$ cat config.mk
export PLATFORM = sky130hd
export DESIGN_NAME = ret_stack_ctl_flat
export DESIGN_NICKNAME = d
export VERILOG_FILES = /design/src/rtl/ret_stack_ctl_if.sv /design/src/rtl/ret_stack_ctl.sv /design/src/flat_wrapper.sv
export SDC_FILE = /design/constraint.sdc
export NUM_CORES = 1
export LEC_CHECK = 0
export BUFFER_PORTS_ARGS = -buffer_cell sky130_fd_sc_hd__clkbuf_2
export CAP_MARGIN = 15
export CORE_MARGIN = 8
export CORE_UTILIZATION = 51
export DETAILED_ROUTE_END_ITERATION = 8
export HOLD_SLACK_MARGIN = 0.15
export PLACE_DENSITY = 0.74
export SYNTH_ARGS = -nofsm -noshare
export SYNTH_HDL_FRONTEND = slang
export SYNTH_SLANG_ARGS = --single-unit
$ cat constraint.sdc
create_clock -name clk -period 3.32 [get_ports clk]
set_clock_uncertainty 0.05 [all_clocks]
set_input_delay 0.664 -clock clk [delete_from_list [all_inputs] [get_ports clk]]
set_output_delay 0.664 -clock clk [all_outputs]
set_load 0.005 [all_outputs]
$ cat src/rtl/ret_stack_ctl_if.sv
// Request, stack-side and response signals of the shared return-stack controller.
// The requester/stack side uses the master modport; the controller uses the slave modport. Optional ovf/unf counters are present only when RSTACK_CTL_STATS_EN is defined.
interface ret_stack_ctl_if #(
    parameter int DATA_WIDTH = 67,
    parameter int CNT_WIDTH  = 5
);
    logic                  except;
    logic                  except_thread;
    logic [1:0]            req_valid;
    logic [1:0]            req_ready;
    logic [1:0]            req_pop;
    logic [DATA_WIDTH-1:0] req_data0;
    logic [DATA_WIDTH-1:0] req_data1;
    logic [4:0]            req_lnk0;
    logic [4:0]            req_lnk1;
    logic [1:0]            req_trace;
    logic                  stk_except;
    logic                  stk_except_thread;
    logic                  stk_read_clkEn;
    logic                  stk_write_wen;
    logic                  stk_thread;
    logic [DATA_WIDTH-1:0] stk_write_data;
    logic [4:0]            stk_write_lnk;
    logic                  stk_write_trace;
    logic                  rsp_valid;
    logic                  rsp_thread;
    logic                  rsp_hit;
    logic [CNT_WIDTH-1:0]  depth0;
    logic [CNT_WIDTH-1:0]  depth1;
`ifdef RSTACK_CTL_STATS_EN
    logic [15:0]           ovf_cnt;
    logic [15:0]           unf_cnt;
`endif

    modport master (
`ifdef RSTACK_CTL_STATS_EN
        input  ovf_cnt, unf_cnt,
`endif
        output except, except_thread, req_valid, req_pop, req_data0, req_data1,
               req_lnk0, req_lnk1, req_trace,
        input  req_ready, stk_except, stk_except_thread, stk_read_clkEn, stk_write_wen,
               stk_thread, stk_write_data, stk_write_lnk, stk_write_trace,
               rsp_valid, rsp_thread, rsp_hit, depth0, depth1
    );

    modport slave (
`ifdef RSTACK_CTL_STATS_EN
        output ovf_cnt, unf_cnt,
`endif
        input  except, except_thread, req_valid, req_pop, req_data0, req_data1,
               req_lnk0, req_lnk1, req_trace,
        output req_ready, stk_except, stk_except_thread, stk_read_clkEn, stk_write_wen,
               stk_thread, stk_write_data, stk_write_lnk, stk_write_trace,
               rsp_valid, rsp_thread, rsp_hit, depth0, depth1
    );
endinterface

$ cat src/rtl/ret_stack_ctl.sv
// Two-thread return-stack sequencer: 2-entry FIFO per thread, round-robin grant, stack op 1 cycle after grant, pop rsp 1 cycle after that.
// Backpressure via registered req_ready (FIFO count < 2); RSTACK_CTL_STATS_EN adds saturating ovf_cnt/unf_cnt.
module ret_stack_ctl #(
    parameter int DATA_WIDTH = 67,
    parameter int DEPTH      = 16,
    parameter int CNT_WIDTH  = 5
) (
    input  logic           clk,
    input  logic           rst,
    ret_stack_ctl_if.slave bus
);

    typedef struct packed {
        logic                  pop;
        logic [DATA_WIDTH-1:0] data;
        logic [4:0]            lnk;
        logic                  trace;
    } req_t;

    localparam logic [CNT_WIDTH-1:0] DEPTH_MAX = CNT_WIDTH'(DEPTH);

    req_t                 fifo_mem_q [2][2];
    req_t                 fifo_mem_d [2][2];
    logic [1:0]           rd_ptr_q, rd_ptr_d;
    logic [1:0]           wr_ptr_q, wr_ptr_d;
    logic [1:0]           cnt_q [2];
    logic [1:0]           cnt_d [2];
    logic [1:0]           ready_q, ready_d;
    logic [CNT_WIDTH-1:0] depth_q [2];
    logic [CNT_WIDTH-1:0] depth_d [2];
    logic                 prio_q, prio_d;

    logic                  stk_except_q, stk_except_d;
    logic                  stk_except_thread_q, stk_except_thread_d;
    logic                  stk_read_clken_q, stk_read_clken_d;
    logic                  stk_write_wen_q, stk_write_wen_d;
    logic                  stk_thread_q, stk_thread_d;
    logic [DATA_WIDTH-1:0] stk_write_data_q, stk_write_data_d;
    logic [4:0]            stk_write_lnk_q, stk_write_lnk_d;
    logic                  stk_write_trace_q, stk_write_trace_d;
    logic                  pend_hit_q, pend_hit_d;
    logic                  rsp_valid_q, rsp_valid_d;
    logic                  rsp_thread_q, rsp_thread_d;
    logic                  rsp_hit_q, rsp_hit_d;
`ifdef RSTACK_CTL_STATS_EN
    logic [15:0]           ovf_cnt_q, ovf_cnt_d;
    logic [15:0]           unf_cnt_q, unf_cnt_d;
`endif

    req_t                 in_req [2];
    req_t                 head   [2];
    req_t                 gnt_head;
    logic [1:0]           nempty, flush, enq, deq;
    logic                 gnt_vld, gnt_thr, gnt_push, gnt_pop;
    logic [CNT_WIDTH-1:0] gnt_depth;

    always_comb begin
        in_req[0] = '{pop: bus.req_pop[0], data: bus.req_data0, lnk: bus.req_lnk0, trace: bus.req_trace[0]};
        in_req[1] = '{pop: bus.req_pop[1], data: bus.req_data1, lnk: bus.req_lnk1, trace: bus.req_trace[1]};
        head[0]   = fifo_mem_q[0][rd_ptr_q[0]];
        head[1]   = fifo_mem_q[1][rd_ptr_q[1]];
        nempty    = {cnt_q[1] != 2'd0, cnt_q[0] != 2'd0};

        // A flush in this cycle blocks every grant, not only the flushed thread's.
        gnt_vld   = ~bus.except & (|nempty);
        gnt_thr   = (&nempty) ? prio_q : nempty[1];
        gnt_head  = head[gnt_thr];
        gnt_depth = depth_q[gnt_thr];
        gnt_push  = gnt_vld & ~gnt_head.pop;
        gnt_pop   = gnt_vld & gnt_head.pop;

        fifo_mem_d = fifo_mem_q;
        rd_ptr_d   = rd_ptr_q;
        wr_ptr_d   = wr_ptr_q;
        cnt_d      = cnt_q;
        depth_d    = depth_q;
        ready_d    = ready_q;
        flush      = '0;
        enq        = '0;
        deq        = '0;

        for (int t = 0; t < 2; t++) begin
            flush[t] = bus.except & (bus.except_thread == 1'(t));
            enq[t]   = bus.req_valid[t] & ready_q[t] & ~flush[t];
            deq[t]   = gnt_vld & (gnt_thr == 1'(t));
            if (enq[t]) begin
                fifo_mem_d[t][wr_ptr_q[t]] = in_req[t];
            end
            if (flush[t]) begin
                rd_ptr_d[t] = 1'b0;
                wr_ptr_d[t] = 1'b0;
                cnt_d[t]    = 2'd0;
                depth_d[t]  = '0;
            end else begin
                rd_ptr_d[t] = rd_ptr_q[t] ^ deq[t];
                wr_ptr_d[t] = wr_ptr_q[t] ^ enq[t];
                cnt_d[t]    = cnt_q[t] + 2'(enq[t]) - 2'(deq[t]);
                // Push at capacity drops the oldest entry, so the count saturates.
                if (deq[t] && !head[t].pop && depth_q[t] != DEPTH_MAX) begin
                    depth_d[t] = depth_q[t] + 1'b1;
                end else if (deq[t] && head[t].pop && depth_q[t] != '0) begin
                    depth_d[t] = depth_q[t] - 1'b1;
                end
            end
            ready_d[t] = (cnt_d[t] != 2'd2);
        end

        prio_d = gnt_vld ? ~gnt_thr : prio_q;

        stk_except_d        = bus.except;
        stk_except_thread_d = bus.except ? bus.except_thread : stk_except_thread_q;
        stk_write_wen_d     = gnt_push;
        stk_read_clken_d    = gnt_pop;
        stk_thread_d        = gnt_vld ? gnt_thr : stk_thread_q;
        stk_write_data_d    = gnt_push ? gnt_head.data  : stk_write_data_q;
        stk_write_lnk_d     = gnt_push ? gnt_head.lnk   : stk_write_lnk_q;
        stk_write_trace_d   = gnt_push ? gnt_head.trace : stk_write_trace_q;
        pend_hit_d          = gnt_pop ? (gnt_depth != '0) : pend_hit_q;

        // The pop strobe currently on the stack becomes next cycle's response unless its thread is flushed now.
        rsp_valid_d  = stk_read_clken_q & ~(bus.except & (bus.except_thread == stk_thread_q));
        rsp_thread_d = stk_read_clken_q ? stk_thread_q : rsp_thread_q;
        rsp_hit_d    = stk_read_clken_q ? pend_hit_q   : rsp_hit_q;

`ifdef RSTACK_CTL_STATS_EN
        ovf_cnt_d = ovf_cnt_q;
        unf_cnt_d = unf_cnt_q;
        if (gnt_push && gnt_depth == DEPTH_MAX && ovf_cnt_q != 16'hFFFF) begin
            ovf_cnt_d = ovf_cnt_q + 16'd1;
        end
        if (gnt_pop && gnt_depth == '0 && unf_cnt_q != 16'hFFFF) begin
            unf_cnt_d = unf_cnt_q + 16'd1;
        end
`endif
    end

    always_ff @(posedge clk) begin
        fifo_mem_q <= fifo_mem_d;
    end

    always_ff @(posedge clk) begin
        if (rst) begin
            rd_ptr_q            <= '0;
            wr_ptr_q            <= '0;
            cnt_q               <= '{default: '0};
            depth_q             <= '{default: '0};
            ready_q             <= 2'b11;
            prio_q              <= 1'b0;
            stk_except_q        <= 1'b0;
            stk_except_thread_q <= 1'b0;
            stk_read_clken_q    <= 1'b0;
            stk_write_wen_q     <= 1'b0;
            stk_thread_q        <= 1'b0;
            stk_write_data_q    <= '0;
            stk_write_lnk_q     <= '0;
            stk_write_trace_q   <= 1'b0;
            pend_hit_q          <= 1'b0;
            rsp_valid_q         <= 1'b0;
            rsp_thread_q        <= 1'b0;
            rsp_hit_q           <= 1'b0;
        end else begin
            rd_ptr_q            <= rd_ptr_d;
            wr_ptr_q            <= wr_ptr_d;
            cnt_q               <= cnt_d;
            depth_q             <= depth_d;
            ready_q             <= ready_d;
            prio_q              <= prio_d;
            stk_except_q        <= stk_except_d;
            stk_except_thread_q <= stk_except_thread_d;
            stk_read_clken_q    <= stk_read_clken_d;
            stk_write_wen_q     <= stk_write_wen_d;
            stk_thread_q        <= stk_thread_d;
            stk_write_data_q    <= stk_write_data_d;
            stk_write_lnk_q     <= stk_write_lnk_d;
            stk_write_trace_q   <= stk_write_trace_d;
            pend_hit_q          <= pend_hit_d;
            rsp_valid_q         <= rsp_valid_d;
            rsp_thread_q        <= rsp_thread_d;
            rsp_hit_q           <= rsp_hit_d;
        end
    end

`ifdef RSTACK_CTL_STATS_EN
    always_ff @(posedge clk) begin
        if (rst) begin
            ovf_cnt_q <= '0;
            unf_cnt_q <= '0;
        end else begin
            ovf_cnt_q <= ovf_cnt_d;
            unf_cnt_q <= unf_cnt_d;
        end
    end

    assign bus.ovf_cnt = ovf_cnt_q;
    assign bus.unf_cnt = unf_cnt_q;
`endif

    assign bus.req_ready         = ready_q;
    assign bus.stk_except        = stk_except_q;
    assign bus.stk_except_thread = stk_except_thread_q;
    assign bus.stk_read_clkEn    = stk_read_clken_q;
    assign bus.stk_write_wen     = stk_write_wen_q;
    assign bus.stk_thread        = stk_thread_q;
    assign bus.stk_write_data    = stk_write_data_q;
    assign bus.stk_write_lnk     = stk_write_lnk_q;
    assign bus.stk_write_trace   = stk_write_trace_q;
    assign bus.rsp_valid         = rsp_valid_q;
    assign bus.rsp_thread        = rsp_thread_q;
    assign bus.rsp_hit           = rsp_hit_q;
    assign bus.depth0            = depth_q[0];
    assign bus.depth1            = depth_q[1];

endmodule

$ cat src/flat_wrapper.sv
// flat-port wrapper written by rule: the top's interface ports become plain ports
module ret_stack_ctl_flat 
#(
    parameter int DATA_WIDTH = 67,
    parameter int DEPTH      = 16,
    parameter int CNT_WIDTH  = 5
)
  (clk, rst, bus_except, bus_except_thread, bus_req_valid, bus_req_pop, bus_req_data0, bus_req_data1, bus_req_lnk0, bus_req_lnk1, bus_req_trace, bus_req_ready, bus_stk_except, bus_stk_except_thread, bus_stk_read_clkEn, bus_stk_write_wen, bus_stk_thread, bus_stk_write_data, bus_stk_write_lnk, bus_stk_write_trace, bus_rsp_valid, bus_rsp_thread, bus_rsp_hit, bus_depth0, bus_depth1);
  ret_stack_ctl_if #(.DATA_WIDTH(DATA_WIDTH), .CNT_WIDTH(CNT_WIDTH)) bus_i ();
  input  logic clk;
  input  logic rst;
  input wire logic [$bits(bus_i.except)-1:0] bus_except;
  input wire logic [$bits(bus_i.except_thread)-1:0] bus_except_thread;
  input wire logic [$bits(bus_i.req_valid)-1:0] bus_req_valid;
  input wire logic [$bits(bus_i.req_pop)-1:0] bus_req_pop;
  input wire logic [$bits(bus_i.req_data0)-1:0] bus_req_data0;
  input wire logic [$bits(bus_i.req_data1)-1:0] bus_req_data1;
  input wire logic [$bits(bus_i.req_lnk0)-1:0] bus_req_lnk0;
  input wire logic [$bits(bus_i.req_lnk1)-1:0] bus_req_lnk1;
  input wire logic [$bits(bus_i.req_trace)-1:0] bus_req_trace;
  output wire logic [$bits(bus_i.req_ready)-1:0] bus_req_ready;
  output wire logic [$bits(bus_i.stk_except)-1:0] bus_stk_except;
  output wire logic [$bits(bus_i.stk_except_thread)-1:0] bus_stk_except_thread;
  output wire logic [$bits(bus_i.stk_read_clkEn)-1:0] bus_stk_read_clkEn;
  output wire logic [$bits(bus_i.stk_write_wen)-1:0] bus_stk_write_wen;
  output wire logic [$bits(bus_i.stk_thread)-1:0] bus_stk_thread;
  output wire logic [$bits(bus_i.stk_write_data)-1:0] bus_stk_write_data;
  output wire logic [$bits(bus_i.stk_write_lnk)-1:0] bus_stk_write_lnk;
  output wire logic [$bits(bus_i.stk_write_trace)-1:0] bus_stk_write_trace;
  output wire logic [$bits(bus_i.rsp_valid)-1:0] bus_rsp_valid;
  output wire logic [$bits(bus_i.rsp_thread)-1:0] bus_rsp_thread;
  output wire logic [$bits(bus_i.rsp_hit)-1:0] bus_rsp_hit;
  output wire logic [$bits(bus_i.depth0)-1:0] bus_depth0;
  output wire logic [$bits(bus_i.depth1)-1:0] bus_depth1;
  assign bus_i.except = bus_except;
  assign bus_i.except_thread = bus_except_thread;
  assign bus_i.req_valid = bus_req_valid;
  assign bus_i.req_pop = bus_req_pop;
  assign bus_i.req_data0 = bus_req_data0;
  assign bus_i.req_data1 = bus_req_data1;
  assign bus_i.req_lnk0 = bus_req_lnk0;
  assign bus_i.req_lnk1 = bus_req_lnk1;
  assign bus_i.req_trace = bus_req_trace;
  assign bus_req_ready = bus_i.req_ready;
  assign bus_stk_except = bus_i.stk_except;
  assign bus_stk_except_thread = bus_i.stk_except_thread;
  assign bus_stk_read_clkEn = bus_i.stk_read_clkEn;
  assign bus_stk_write_wen = bus_i.stk_write_wen;
  assign bus_stk_thread = bus_i.stk_thread;
  assign bus_stk_write_data = bus_i.stk_write_data;
  assign bus_stk_write_lnk = bus_i.stk_write_lnk;
  assign bus_stk_write_trace = bus_i.stk_write_trace;
  assign bus_rsp_valid = bus_i.rsp_valid;
  assign bus_rsp_thread = bus_i.rsp_thread;
  assign bus_rsp_hit = bus_i.rsp_hit;
  assign bus_depth0 = bus_i.depth0;
  assign bus_depth1 = bus_i.depth1;
  ret_stack_ctl #(.DATA_WIDTH(DATA_WIDTH), .DEPTH(DEPTH), .CNT_WIDTH(CNT_WIDTH)) u_core (.clk(clk), .rst(rst), .bus(bus_i));
endmodule
---- Yosys cells after proc, flatten, opt, wreduce, memory -nomap -nowiden ----
Index checks and enable logic that the tools add are counted.
storage, ports and cells
  register bits after elaboration ......... 399
  bits in latches ......................... 0
  bits in writable memories ............... 0
  ROM bits ................................ 0
  bits of input ports ..................... 154
  output and inout port bits .............. 93
  memories kept ........................... 0
operators by class
  add/subtract/negate cells ............... 8
  $mul .................................... 0
  div/mod/pow operators ................... 0
  $lt $le $gt $ge ......................... 7
  equality and inequality tests ........... 5
  shifts and indexed selects .............. 0
  multiplexer cells ....................... 25
  bitwise logic cells ..................... 29
  reductions and logical operators ........ 23
operators with widths
  cell                 number
  $mux 74              11
  $bwmux 148           2
  $demux 74 s1         2
  $mux 5               7
  $reduce_bool 5->1    3
  $and 1x1->1          13
  $add 5x1->5 const B  2
  $ge 2x2->1 const B   5
  $logic_and 1x1->1    10
  $ne 5x5->1 const B   2
  $not 1->2            5
  $sub 5x1->5 const B  2
  $reduce_bool 2->1    4
  $not 1->1            7
  $reduce_or 2->1      3
  $add 2x1->2          2
  $lt 2x1->1 const B   2
  $mux 2               2
  $ne 2x2->1 const B   2
  $sub 2x1->2          2
  $xor 1x1->1          4
  $logic_not 1->1      2
  $reduce_and 2->1     1
  $eq 1x1->1           1
  $mux 1               1

---- Longest topological paths before layout ----
  depth after elaboration ................. 9
  mapped depth ............................ 11
  gate-level depth less buffers ........... 10

---- Least setup slack after synthesis ----
No wires, ideal clock.
  path type ............................... in2reg
  start point ............................. input bus_except
  end point ............................... register u_core.fifo_mem_q[148] (netlist name) (enable)
  setup time .............................. 441 ps
  arrival time ............................ 2,941 ps
  data required time ...................... 2,829 ps
  path slack .............................. -111 ps
  stages on the path ...................... 4
  buffers on the path ..................... 1
  path through ............................ clkbuf_1 > nand2b_1 > and3_1 > ha_1
between the ends
  cells in the longest elaborated chain, start to end .. 3
RTL lines
  item                  line                  source
  from (decl)           flat_wrapper.sv:12    input wire logic [$bits(bus_i.except)-1:0] bus_except;
  $and 1x1->1           ret_stack_ctl.sv:83   flush[t] = bus.except & (bus.except_thread == 1'(t));
  $not 1->1             ret_stack_ctl.sv:84   enq[t] = bus.req_valid[t] & ready_q[t] & ~flush[t];
  $and 1x1->1           ret_stack_ctl.sv:84
  to (signal assigned)  ret_stack_ctl.sv:138  fifo_mem_q <= fifo_mem_d;
  to (decl)             ret_stack_ctl.sv:22   req_t fifo_mem_q [2][2];
No other way between the ends.
A chain may end at the register's enable or synchronous reset.

---- Final worst setup path ----
  start point ............................. register u_core.cnt_q[3] (netlist name)
  end point ............................... register u_core.depth_q (netlist bit u_core.bus.depth1[4])
between the ends
  cells in the longest elaborated chain, start to end .. 7
  elaborated cells on any way between the ends .. 12
RTL lines
  item                                                        line                                       source
  from (decl)                                                 ret_stack_ctl.sv:26                        logic [1:0] cnt_q [2];
  from (signal assigned)                                      ret_stack_ctl.sv:164                       cnt_q <= cnt_d;
  $reduce_bool 2->1 *                                         ret_stack_ctl.sv:62                        nempty = {cnt_q[1] != 2'd0, cnt_q[0] != 2'd0};
  $reduce_or 2->1 / $reduce_and 2->1 (equally long branches)  ret_stack_ctl.sv:65, ret_stack_ctl.sv:66
  $and 1x1->1 / $mux 1 (equally long branches)                ret_stack_ctl.sv:65, ret_stack_ctl.sv:66
  $and 1x1->1 *                                               ret_stack_ctl.sv:85                        deq[t] = gnt_vld & (gnt_thr == 1'(t));
  $logic_and 1x1->1 (on tied branches) (2 in a row)           ret_stack_ctl.sv:99, ret_stack_ctl.sv:101
  $mux 5 / $reduce_bool 2->1 (equally long branches)          n/a
  to (signal assigned)                                        ret_stack_ctl.sv:165                       depth_q <= depth_d;
  to (decl)                                                   ret_stack_ctl.sv:29                        logic [CNT_WIDTH-1:0] depth_q [2];
Mark *: on every way between the ends. The rest lies on a longest branch, timed or not.

==> metrics.yaml <==
start_util: 0.5170
ant_nets: 0
path_class: "reg -> reg"
synth-seq-cells: 399
hold_viol: 0
syn-cell-area_mm2: 0.01627
synth_nets: 1318
power.internal_mw: 9.820
grtUsageTotal: 0.2009
post-cts-setup-buffers: 0
synth-edff-count: 296
clkPwrFrac: 0.314
p_switching_mw: 4.254
grt_max_degree: 76
clockRootBuffer: "clkbuf_16"
max_cap_violations: 0
cellLeakagePower_nw: 6.737
status: "finished, final reports clean"
clock_latency_ps: 510
multi_input_area_mm2: 0.004705
cts_inserted_buffers: 41
hold_buffers: 0
crit_family: "simple AND/OR/NAND/NOR gates"
cp_slowest_cell: "or3_1"
vias: 10330
finalWirelength_um: 39140
ir_drop_mv: 0.4806
clkTransAtPathRegs_ps: 60
die_y_um: 194.6
min_period_over_period: 0.8164
cts_buffer_depth: 3
placed_cell_area_mm2: 0.01799
worstPathMaxFanout: 6
die_area_mm2: 0.03788
synth_top_area_frac: 0.5463
area_growth_pct: 18.64
crit_chain: "o21ba_1 -> or3_1 -> inv_1 -> nand3_1 -> ha_1 -> and3b_1 -> nor4_1 -> o21ai_0 -> a211oi_1"
postCtsResizedCells: 0
drive_gt1_frac: 0.2886
slew_headroom: 0.3460
cp.depth: 9
cp-end-kind: "flip-flop"
r2r_slack_ps: 610
dp_hpwl_um: 24180
tightestPinTransition_ps: 981.0
dr.pass1.iters: 5
min_period_ps: 2710
final_max_slew_viol_count: 0
p_sw_frac: 0.3022
htree_num_levels: 2
grt_setup_unrepaired: "no"
hold_class: "in -> reg"
p_comb_frac: 0.242
core_area_mm2: 0.03147
synth_ff_type: "edfxtp_1"
io_buffers: 246
cts_tree: "done"
seq_power_share: 0.444
startpoint_type: "flip-flop"
postSynthAreaPerCell_um2: 14.19
ios: 247
critPathBufInv: 1
globalplace.congestion: 0.7523
cp.required_ps: 3690
ys_warn_count: 0
final_util: 0.6134
final_common_cell: "edfxtp_1"
grt_first_pass_wirelength_um: 60740
ys_top_cells_by_area: "edfxtp_1, dfxtp_1, mux2i_1, a221oi_2, nand4_1"
via_per_inst: 5.706
nFillCells: 2394
seqCellArea_mm2: 0.01096
drc: 0
ys_seq_area_frac: 0.6730
design_area_mm2: 0.01930
p_per_area_mw_per_mm2: 729.0
cp-endpoint: "u_core.bus.depth1[4]"
fmaxAchievable_mhz: 369.0
r2r_cells: 9
wl_per_cell_um: 21.61
most-common-layout-cells: "edfxtp_1, clkbuf_2, mux2i_1"
yosys.area.top_type: "edfxtp_1"
cp.arrival_ps: 3080
async_reset_ff_frac: 0
setup_violations: 0
grt_pass1_vias: 10940
rr_endpoint: "u_core.bus.depth1[4]"
synthesis.instances: 1147
die_x_um: 194.6
finalHoldWorstSlack_ps: 284.8
num_rows: 65
nNetsFinal: 1546
setup_tns_ps: 0
worst_setup_path_startpoint: "u_core.cnt_q[3]"
antenna_found_initial: 3
max_stage_delay_ps: 410
drtIter0Drc: 637
cts_sinks: 399
grt.overflow.total: 0
synth_cell_types: 47
reg2reg_from: "u_core.cnt_q[3]"
==> registers in the layout (all words and copies together), names as in the netlist, 2 cells and up <==
signal                     count
u_core.bus.stk_write_lnk       5
u_core.rd_ptr_q                2
u_core.fifo_mem_q            296
u_core.bus.req_ready           2
u_core.cnt_q                   4
u_core.wr_ptr_q                2
u_core.bus.depth1              5
u_core.bus.depth0              5
u_core.bus.stk_write_data     67
==> worst min-delay path by stage <==
stage                                        startpoint                            end  slack [ps]  cells after the start
after floorplan                       u_core.pend_hit_q              u_core.pend_hit_q         400                      2
after global placement    u_core.bus.stk_write_data[41]  u_core.bus.stk_write_data[41]         400                      2
after detailed placement   u_core.bus.stk_write_data[8]   u_core.bus.stk_write_data[8]         400                      2
after CTS                             bus_req_data0[46]         u_core.fifo_mem_q[274]         260                      1
after global routing                    bus_req_lnk0[4]         u_core.fifo_mem_q[227]         260                      1
final                                 bus_req_data0[52]         u_core.fifo_mem_q[280]         280                      1
==> synth_stat cells, types with 2 or more instances <==
| cell | instances |
|---|---|
| xor2_1 | 5 |
| nand2_1 | 81 |
| nor2_1 | 18 |
| edfxtp_1 | 296 |
| a21o_1 | 5 |
| dfxtp_1 | 103 |
| nand3b_1 | 3 |
| nor2b_1 | 2 |
| buf_2 | 27 |
| nand2b_1 | 6 |
| a221oi_2 | 60 |
| nand4_1 | 73 |
| mux2_4 | 2 |
| ha_1 | 15 |
| fa_1 | 2 |
| o21ai_1 | 2 |
| a21oi_1 | 14 |
| clkbuf_1 | 44 |
| buf_4 | 2 |
| mux2i_1 | 152 |
| and2_1 | 3 |
| o2111a_1 | 2 |
| nor4_1 | 2 |
| inv_1 | 85 |
| a211oi_1 | 4 |
| o31ai_1 | 4 |
| buf_6 | 7 |
| a221oi_1 | 13 |
| or3_1 | 3 |
| o21ai_0 | 79 |
| buf_1 | 6 |
| xnor2_1 | 6 |
| nand3_1 | 7 |
==> area by class of cell <==
cell class / instances / share of cell area
antenna: 2 / 0.0002593
clock buffer: 59 / 0.06092
clock inverter: 16 / 0.006741
inverter: 85 / 0.01653
multi-input combinational: 577 / 0.2437
sequential: 399 / 0.5676
tap: 402 / 0.02605
timing repair buffer: 271 / 0.07816
==> worst reg2reg max path, stage by stage, from the launching register on <==
cell and delay [ps]:
dfxtp_1 370, o21ba_1 260, or3_1 420, inv_1 110, nand3_1 180, ha_1 410
and3b_1 200, nor4_1 250, o21ai_0 140, a211oi_1 240
==> metal layers <==
| layer | share of wire | vias to the layer above | GRT usage | routed length (µm) |
|---|---|---|---|---|
| li1 | - | 4815 | - | - |
| met1 | 0.43 | 5140 | 0.2532 | 16770 |
| met2 | 0.49 | 319 | 0.3456 | 19350 |
| met3 | 0.057 | 58 | 0.04042 | 2224 |
| met4 | 0.020 | 2 | 0.06054 | 784 |
| met5 | 0.00033 | - | 0 | 13 |
==> through the flow <==
| step | worst slack, ps | power [mW] | instances |
|---|---|---|---|
| 2_1_floorplan | -111.3 | 8.541 | 1147 |
| 3_3_place_gp | 554.8 | 9.674 | 1734 |
| 3_5_place_dp | 466.8 | 9.769 | 1734 |
| 4_1_cts | 639.8 | 14.18 | 1809 |
| 5_1_grt | 357.8 | 14.71 | 1811 |
| 6_report | 609.7 | 14.07 | 1811 |
==> power by group through the flow <==
stage / Clock, mW / Combinational, mW / Sequential [mW]
after global routing: 4.71 / 3.70 / 6.31
after floorplan: 0 / 2.23 / 6.31
final: 4.42 / 3.40 / 6.25
after CTS: 4.50 / 3.43 / 6.26
after detailed placement: 0 / 3.41 / 6.36
after global placement: 0 / 3.34 / 6.33
==> logic make-up (layout without fill, tap and decap cells) <==
group,count (synthesis),in the layout,share of synthesized area
compound gates,190,190,0.1025
buf+inv,171,431,0.04521
fa+ha+maj,17,17,0.01399
other cells,0,2,0
flops,399,399,0.6730
mux,154,154,0.09535
xor+xnor,11,11,0.005921
simple gates,205,205,0.06405
Note: power is estimated with default switching activity, not from simulation.
